File: config.mk
export PLATFORM = sky130hd
export DESIGN_NAME = cp0_irq_ctrl_flat
export DESIGN_NICKNAME = d
export VERILOG_FILES = /design/src/rtl/cp0_irq_ctrl_pkg.sv /design/src/rtl/cp0_irq_ctrl_if.sv /design/src/rtl/cp0_irq_ctrl_prio_enc.sv /design/src/rtl/cp0_irq_ctrl.sv /design/src/flat_wrapper.sv
export SDC_FILE = /design/constraint.sdc
export NUM_CORES = 1
export LEC_CHECK = 0
export BUFFER_PORTS_ARGS = -buffer_cell sky130_fd_sc_hd__buf_2
export CAP_MARGIN = 20
export CORE_AREA = 2 2 161 163
export CTS_BUF_LIST = sky130_fd_sc_hd__clkbuf_8
export DETAILED_ROUTE_END_ITERATION = 10
export DIE_AREA = 0 0 163 165
export GPL_TIMING_DRIVEN = 1
export PLACE_DENSITY = 0.53
export SLEW_MARGIN = 30
export SYNTH_ARGS = -nofsm -noshare
export SYNTH_HDL_FRONTEND = slang
export SYNTH_SLANG_ARGS = --single-unit
File: constraint.sdc
create_clock -name clk -period 5.7 [get_ports clk]
set_input_delay 0.285 -clock clk [delete_from_list [all_inputs] [get_ports clk]]
set_output_delay 0.285 -clock clk [all_outputs]
set_load 0.02 [all_outputs]
File: src/rtl/cp0_irq_ctrl_pkg.sv
// Shared definitions for the coprocessor-0 interrupt controller:
// register numbers, bit positions, exception codes and the read default.
package cp0_pkg;

    // CP0 register numbers used by MFC0/MTC0.
    localparam logic [4:0] CP0_COUNT   = 5'd9;
    localparam logic [4:0] CP0_COMPARE = 5'd11;
    localparam logic [4:0] CP0_STATUS  = 5'd12;
    localparam logic [4:0] CP0_CAUSE   = 5'd13;
    localparam logic [4:0] CP0_EPC     = 5'd14;
    localparam logic [4:0] CP0_PRID    = 5'd15;

    // Bit positions inside Status and Cause.
    localparam int IE      = 0;
    localparam int EXL     = 1;
    localparam int EXC_LSB = 2;
    localparam int IP_LSB  = 10;

    // Width of the architectural IM/IP field (bits 15:10).
    localparam int IP_MAX = 6;

    // Exception code meaning "external or timer interrupt".
    localparam logic [4:0] EXC_INT = 5'd0;

    // Value returned for any register number that is not decoded.
    localparam logic [31:0] READ_DEFAULT = 32'hDEADBEEF;

    // Mask covering the lowest nch bits of the IM/IP field.
    function automatic logic [31:0] ip_field_mask(input int nch);
        logic [31:0] m;
        m = '0;
        for (int i = 0; i < IP_MAX; i++) begin
            if (i < nch) m[IP_LSB + i] = 1'b1;
        end
        return m;
    endfunction

endpackage

File: src/rtl/cp0_irq_ctrl_if.sv
// Bus between the multi-cycle core and CP0: MFC0/MTC0 access, handler
// entry/exit strobes, external interrupt lines and the interrupt request.
interface cp0_irq_ctrl_if #(
    parameter int N_INT = 5
);
    logic [4:0]       reg_sel;
    logic [31:0]      reg_in;
    logic             reg_we;
    logic [31:0]      reg_out;
    logic [31:0]      epc_in;
    logic [31:0]      epc_out;
    logic             isr_enter;
    logic [4:0]       exc_code;
    logic             isr_leave;
    logic [N_INT-1:0] ext_int;
    logic             irq;
    logic [2:0]       irq_id;

    // Core / controller side.
    modport master (
        output reg_sel, reg_in, reg_we, epc_in, isr_enter, exc_code,
               isr_leave, ext_int,
        input  reg_out, epc_out, irq, irq_id
    );

    // CP0 side.
    modport slave (
        input  reg_sel, reg_in, reg_we, epc_in, isr_enter, exc_code,
               isr_leave, ext_int,
        output reg_out, epc_out, irq, irq_id
    );
endinterface

File: src/rtl/cp0_irq_ctrl_prio_enc.sv
// Lowest-index-wins priority encoder over the pending interrupt channels.
// Produces a valid flag, the binary index and the one-hot of the winner.
module cp0_prio_enc #(
    parameter int W = 6
) (
    input  logic [W-1:0] pend,
    output logic         valid,
    output logic [2:0]   id,
    output logic [W-1:0] onehot
);

    // Scan from the top down so the lowest set index is the last to be taken.
    always_comb begin
        id = 3'd0;
        for (int i = W - 1; i >= 0; i--) begin
            if (pend[i]) id = 3'(i);
        end
    end

    assign valid  = |pend;
    assign onehot = pend & (~pend + W'(1));

endmodule

File: src/rtl/cp0_irq_ctrl.sv
// Coprocessor-0 register block with configurable external interrupt lines
// and an optional Count/Compare timer on channel N_INT.
module cp0_irq_ctrl
    import cp0_pkg::*;
#(
    parameter int          N_INT    = 5,
    parameter int          TIMER_EN = 1,
    parameter logic [31:0] PRID     = 32'h0996FACE
) (
    input logic           clk,
    input logic           rst,
    cp0_irq_ctrl_if.slave bus
);

    localparam int NCH = N_INT + TIMER_EN;

    // External channels are the low N_INT bits; the timer (if any) is above.
    localparam logic [NCH-1:0] EXT_MASK   = NCH'((1 << N_INT) - 1);
    localparam logic [NCH-1:0] TIMER_MASK = ~EXT_MASK;

    // IM bits with no channel behind them always hold 0.
    localparam logic [31:0] IM_UNUSED = ip_field_mask(IP_MAX) & ~ip_field_mask(NCH);

    logic [31:0]    status_q, status_d;
    logic [31:0]    epc_q, epc_d;
    logic [31:0]    count_q, count_d;
    logic [31:0]    compare_q, compare_d;
    logic [4:0]     exc_q, exc_d;
    logic [NCH-1:0] ip_q, ip_d;
    logic [NCH-1:0] svc_q, svc_d;

    logic [NCH-1:0] im;
    logic [NCH-1:0] pend;
    logic [NCH-1:0] pend_onehot;
    logic           pend_valid;
    logic [2:0]     pend_id;
    logic           irq_int;

    logic [NCH-1:0] ip_set;
    logic [NCH-1:0] ip_clr;
    logic           timer_match;

    logic wr_status;
    logic wr_epc;
    logic wr_count;
    logic wr_compare;

    logic [31:0] cause_word;

    assign wr_status  = bus.reg_we && (bus.reg_sel == CP0_STATUS);
    assign wr_epc     = bus.reg_we && (bus.reg_sel == CP0_EPC);
    assign wr_count   = bus.reg_we && (bus.reg_sel == CP0_COUNT)   && (TIMER_EN != 0);
    assign wr_compare = bus.reg_we && (bus.reg_sel == CP0_COMPARE) && (TIMER_EN != 0);

    assign im   = status_q[IP_LSB +: NCH];
    assign pend = ip_q & im;

    cp0_prio_enc #(
        .W (NCH)
    ) u_prio (
        .pend   (pend),
        .valid  (pend_valid),
        .id     (pend_id),
        .onehot (pend_onehot)
    );

    assign irq_int     = status_q[IE] & ~status_q[EXL] & pend_valid;
    assign bus.irq     = irq_int;
    assign bus.irq_id  = irq_int ? pend_id : 3'd0;
    assign bus.epc_out = epc_q;

    assign timer_match = (count_q == compare_q);

    // Status: software owns every bit except EXL, which only handler entry/exit moves.
    always_comb begin
        status_d = status_q;
        if (wr_status) begin
            status_d      = bus.reg_in & ~IM_UNUSED;
            status_d[EXL] = status_q[EXL];
        end
        if (bus.isr_enter) begin
            status_d[EXL] = 1'b1;
        end else if (bus.isr_leave) begin
            status_d[EXL] = 1'b0;
        end
    end

    // EPC, ExcCode and the serviced-channel latch, all captured at handler entry.
    always_comb begin
        epc_d = epc_q;
        exc_d = exc_q;
        svc_d = svc_q;
        if (bus.isr_enter) begin
            epc_d = bus.epc_in;
            exc_d = bus.exc_code;
            if (bus.exc_code == EXC_INT) begin
                svc_d = irq_int ? pend_onehot : '0;
            end else begin
                svc_d = '0;
            end
        end else if (wr_epc) begin
            epc_d = bus.reg_in;
        end
    end

    // Count/Compare timer; both registers stay at zero when the timer is absent.
    always_comb begin
        count_d   = '0;
        compare_d = '0;
        if (TIMER_EN != 0) begin
            count_d   = wr_count   ? bus.reg_in : count_q + 32'd1;
            compare_d = wr_compare ? bus.reg_in : compare_q;
        end
    end

    // Sticky pending bits: set by lines or timer match, clear always beats set.
    always_comb begin
        ip_set              = '0;
        ip_set[N_INT-1:0]   = bus.ext_int;
        if (TIMER_EN != 0) begin
            ip_set[NCH-1] = timer_match;
        end
        ip_clr = (bus.isr_leave ? (svc_q & EXT_MASK) : '0)
               | (wr_compare    ? TIMER_MASK         : '0);
        ip_d   = (ip_q | ip_set) & ~ip_clr;
    end

    // Architectural state registers with synchronous reset.
    always_ff @(posedge clk) begin
        if (rst) begin
            status_q  <= '0;
            epc_q     <= '0;
            count_q   <= '0;
            compare_q <= '0;
            exc_q     <= '0;
            ip_q      <= '0;
            svc_q     <= '0;
        end else begin
            status_q  <= status_d;
            epc_q     <= epc_d;
            count_q   <= count_d;
            compare_q <= compare_d;
            exc_q     <= exc_d;
            ip_q      <= ip_d;
            svc_q     <= svc_d;
        end
    end

    // Assemble Cause from the pending bits and the latched exception code.
    always_comb begin
        cause_word                  = '0;
        cause_word[IP_LSB +: NCH]   = ip_q;
        cause_word[EXC_LSB +: 5]    = exc_q;
    end

    // MFC0 read mux, combinational on the register number.
    always_comb begin
        bus.reg_out = READ_DEFAULT;
        case (bus.reg_sel)
            CP0_COUNT:   bus.reg_out = count_q;
            CP0_COMPARE: bus.reg_out = compare_q;
            CP0_STATUS:  bus.reg_out = status_q;
            CP0_CAUSE:   bus.reg_out = cause_word;
            CP0_EPC:     bus.reg_out = epc_q;
            CP0_PRID:    bus.reg_out = PRID;
            default:     bus.reg_out = READ_DEFAULT;
        endcase
    end

endmodule

File: src/flat_wrapper.sv
// flat-port wrapper written by rule: the top's interface ports become plain ports
module cp0_irq_ctrl_flat import cp0_pkg::*;
#(
    parameter int          N_INT    = 5,
    parameter int          TIMER_EN = 1,
    parameter logic [31:0] PRID     = 32'h0996FACE
)
  (clk, rst, bus_reg_sel, bus_reg_in, bus_reg_we, bus_epc_in, bus_isr_enter, bus_exc_code, bus_isr_leave, bus_ext_int, bus_reg_out, bus_epc_out, bus_irq, bus_irq_id);
  cp0_irq_ctrl_if #(.N_INT(N_INT)) bus_i ();
  input logic clk;
  input logic rst;
  input wire logic [$bits(bus_i.reg_sel)-1:0] bus_reg_sel;
  input wire logic [$bits(bus_i.reg_in)-1:0] bus_reg_in;
  input wire logic [$bits(bus_i.reg_we)-1:0] bus_reg_we;
  input wire logic [$bits(bus_i.epc_in)-1:0] bus_epc_in;
  input wire logic [$bits(bus_i.isr_enter)-1:0] bus_isr_enter;
  input wire logic [$bits(bus_i.exc_code)-1:0] bus_exc_code;
  input wire logic [$bits(bus_i.isr_leave)-1:0] bus_isr_leave;
  input wire logic [$bits(bus_i.ext_int)-1:0] bus_ext_int;
  output wire logic [$bits(bus_i.reg_out)-1:0] bus_reg_out;
  output wire logic [$bits(bus_i.epc_out)-1:0] bus_epc_out;
  output wire logic [$bits(bus_i.irq)-1:0] bus_irq;
  output wire logic [$bits(bus_i.irq_id)-1:0] bus_irq_id;
  assign bus_i.reg_sel = bus_reg_sel;
  assign bus_i.reg_in = bus_reg_in;
  assign bus_i.reg_we = bus_reg_we;
  assign bus_i.epc_in = bus_epc_in;
  assign bus_i.isr_enter = bus_isr_enter;
  assign bus_i.exc_code = bus_exc_code;
  assign bus_i.isr_leave = bus_isr_leave;
  assign bus_i.ext_int = bus_ext_int;
  assign bus_reg_out = bus_i.reg_out;
  assign bus_epc_out = bus_i.epc_out;
  assign bus_irq = bus_i.irq;
  assign bus_irq_id = bus_i.irq_id;
  cp0_irq_ctrl #(.N_INT(N_INT), .TIMER_EN(TIMER_EN), .PRID(PRID)) u_core (.clk(clk), .rst(rst), .bus(bus_i));
endmodule
==> flow_summary_export.csv <==
group,metric,value,unit
sta,relSlewSlack,36.0,%
status,outcome,"completed",
floorplanning,die_h,165,um
route,drc,0,
clock_network,clk_latency,470,ps
synth,synth_cell_types,44,
final_layout,diodes,0,
power,p_clk_share,37.9,%
synth,yosysWarnings,0,
synth,synth_top_area_share,40.2,%
flow_run,cap_violations,0,
route,avgViaCountPerCell,5.23,
sta,clock_skew,12.9,ps
route,drtPass1Iterations,5,
synth,synth-seq-area-share,40.2,%
grt,overflow,0,
placement,gp_congestion,0.840,
power,power_frac_seq,50.5,%
worst_setup_path,path_class,"in -> out",
route,wl_per_cell,19.5,um
synth,syn_area_per_cell,8.14,um^2
sta,setup_violations,0,
sta,fin_tns_setup,0,ps
clock_network,cts_tree,"built",
synth,synth_area_leaders,"dfxtp_1 (40%), nand2_1 (8.9%), a22oi_1 (6.2%)",
floorplanning,core,25000,um^2
floorplanning,fp.dieW,163,um
clock_network,numCtsBuffers,17,
clock_network,clock_path_buffers,2,
floorplanning,rows,58,
power,power_density,250,nW/um^2
synth,synth_top_area_cell,"dfxtp_1",
grt,grt_pass1_wl,39200,um
sta,clock.fmax,0.436,GHz
power,p_switching,0.608,mW
hold_path,hold_class,"in -> reg",
worst_setup_path,cp.required,5410,ps
route,drtIter0Drc,699,
synth,syn_inst,881,
sta,hold_ws,68.8,ps
final_layout,fin_nets,1075,
final_layout,drive_above_1_share,21.0,%
sta,layout_min_cycle_time,2300,ps
grt,antenna_found_initial,0,
placement,port_buffers,151,
grt,grt_start_max_net_pins,84,
power,p_int,1.53,mW
worst_setup_path,start_kind,"primary input",
sta,rsz0062_at_grt,"false",
final_layout,area_delta_synth_final,19.2,%
final_layout,fillerInstances,2687,
synth,synth_seq_cells,144,
placement,dpl.hpwl,18400,um
synth,synth_fp_nets,966,
power,sw_frac_of_total,28.4,%
grt,grt_pass1_vias,6572,
worst_setup_path,critPathCaptureType,"output port",
clock_network,postCtsSetupBuffers,0,
synth,syn-cell-area,7170,um^2
power,p_leak,3.26,nW
sta,slew_violations,0,
clock_network,h-tree-depth,4,
worst_setup_path,crit_fanout,29,
power,p_comb_share,11.6,%
route,ant_nets,0,
floorplanning,start_util,28.6,%
power,vdd_ir_drop_max,0.000140,V
floorplanning,dieArea,26900,um^2
clock_network,cts.sinks,144,
route,vias,6965,
sta,hold_viol,0,
clock_network,ctsResizeCount,0,
grt,track_usage,19.2,%
clock_network,clk_pin_slew,80,ps
power,power,2.14,mW
clock_network,hold_buffers,0,
worst_setup_path,crit_arrival,2010,ps
route,wl,26000,um
sta,period_share,40.3,%
clock_network,root_buffer,"clkbuf_8",
floorplanning,ioPinCount,152,
sta,tightest_slew,961,ps
-- per-layer routing --
metal  wire [um]  vias to the layer above  GRT usage (%)
li1            -                     3367              -
met1       12400                     3328           28.2
met2       11500                      240           28.7
met3        1610                       30           3.47
met4         450                        0           5.47
met5           0                        -              0
-- registers in the layout, indices dropped and copies added, names as in the netlist --
register            count
u_core.bus.epc_out     32
u_core.compare_q       32
u_core.count_q         32
u_core.status_q        32
u_core.ip_q             6
u_core.exc_q            5
u_core.svc_q            5
-- area by class of cell --
cell class                 count  area, um^2  share of cell area (%)
multi-input combinational    659        4000                    46.8
sequential                   144        2880                    33.7
timing repair buffer         164         856                    10.0
tap                          330         413                    4.83
clock buffer                  19         262                    3.06
clock inverter                13         124                    1.45
inverter                       4        15.0                   0.176
-- cells in the final DEF, fill, tap and decap left out, types with 38 or more instances in the layout --
master and instances:
mux2i_1 39, nor2_1 77, xnor2_1 38, a22oi_1 59, dfxtp_1 144, nand2_1 169
a211oi_1 54, a21oi_1 73, buf_2 150
-- synth_stat cells --
cell / number
xnor2_1: 38
xor2_1: 22
nor4_4: 2
buf_2: 13
inv_2: 1
o21a_1: 1
o21ai_1: 5
buf_1: 1
nand3b_1: 2
and3_1: 7
nand2_2: 1
nor4_1: 2
nand2b_1: 3
dfxtp_1: 144
nor3_2: 1
and2_1: 2
a22oi_1: 59
a21oi_1: 73
ha_1: 1
clkbuf_1: 59
nor3_1: 2
nor3b_2: 2
o22ai_1: 2
a32oi_1: 2
clkbuf_2: 1
nand2_1: 170
nor4_2: 1
a222oi_1: 4
a211oi_1: 54
and4_1: 5
nor3b_1: 1
a22o_1: 1
a31oi_1: 1
inv_1: 3
nand4_4: 2
nor2_1: 77
or4_1: 1
a211oi_2: 7
nand4_1: 32
or3_1: 1
nand3_1: 33
nor2b_1: 2
mux2i_1: 39
a32o_1: 1
-- critical path, cell delays in order --
cell and delay (ps):
buf_2 140, nor3b_2 340, and3_1 300, buf_4 380
a22oi_1 200, nand4_1 170, buf_2 190
-- final timing paths --
check / slack [ps] / cells past startpoint / start / endpoint
worst max register to register: 3440 / 6 / u_core.count_q[1] / u_core.count_q[24]
worst max-delay path: 3400 / 7 / bus_reg_sel[2] / bus_reg_out[12]
worst min-delay path: 70 / 3 / bus_exc_code[1] / u_core.exc_q[1]
worst min register to register: 440 / 1 / u_core.svc_q[0] / u_core.ip_q[0]
-- stage by stage --
step | worst slack, ps | std cells | area [um^2] | util, %
4_1_cts | 3390 | 1333 | 8550 | 34.2
5_1_grt | 3260 | 1333 | 8550 | 34.2
3_5_place_dp | 3400 | 1301 | 8170 | 32.6
2_1_floorplan | 3860 | 881 | 7170 | -
3_3_place_gp | 3400 | 1301 | 8170 | 32.6
6_report | 3400 | 1333 | 8550 | 34.2
-- power by group through the flow --
| stage | registers [mW] | clock network (mW) | logic, mW |
|---|---|---|---|
| detailed placement | 1.10 | 0 | 0.249 |
| global placement | 1.10 | 0 | 0.249 |
| global route | 1.08 | 0.866 | 0.269 |
| CTS | 1.08 | 0.827 | 0.250 |
| floorplan | 1.10 | 0 | 0.121 |
| finish | 1.08 | 0.810 | 0.249 |
-- cells by family after synthesis --
| kind of cell | count (synthesis) | synth area share [%] |
|---|---|---|
| XOR/XNOR | 60 | 7.33 |
| AO/OA/AOI/OAI | 210 | 19.9 |
| flip-flops | 144 | 40.2 |
| AND/OR/NAND/NOR | 349 | 22.6 |
| multiplexers | 39 | 5.44 |
| buffers and inverters | 78 | 4.33 |
| adder cells (fa/ha/maj) | 1 | 0.174 |
(Power assumes the default switching activity.)
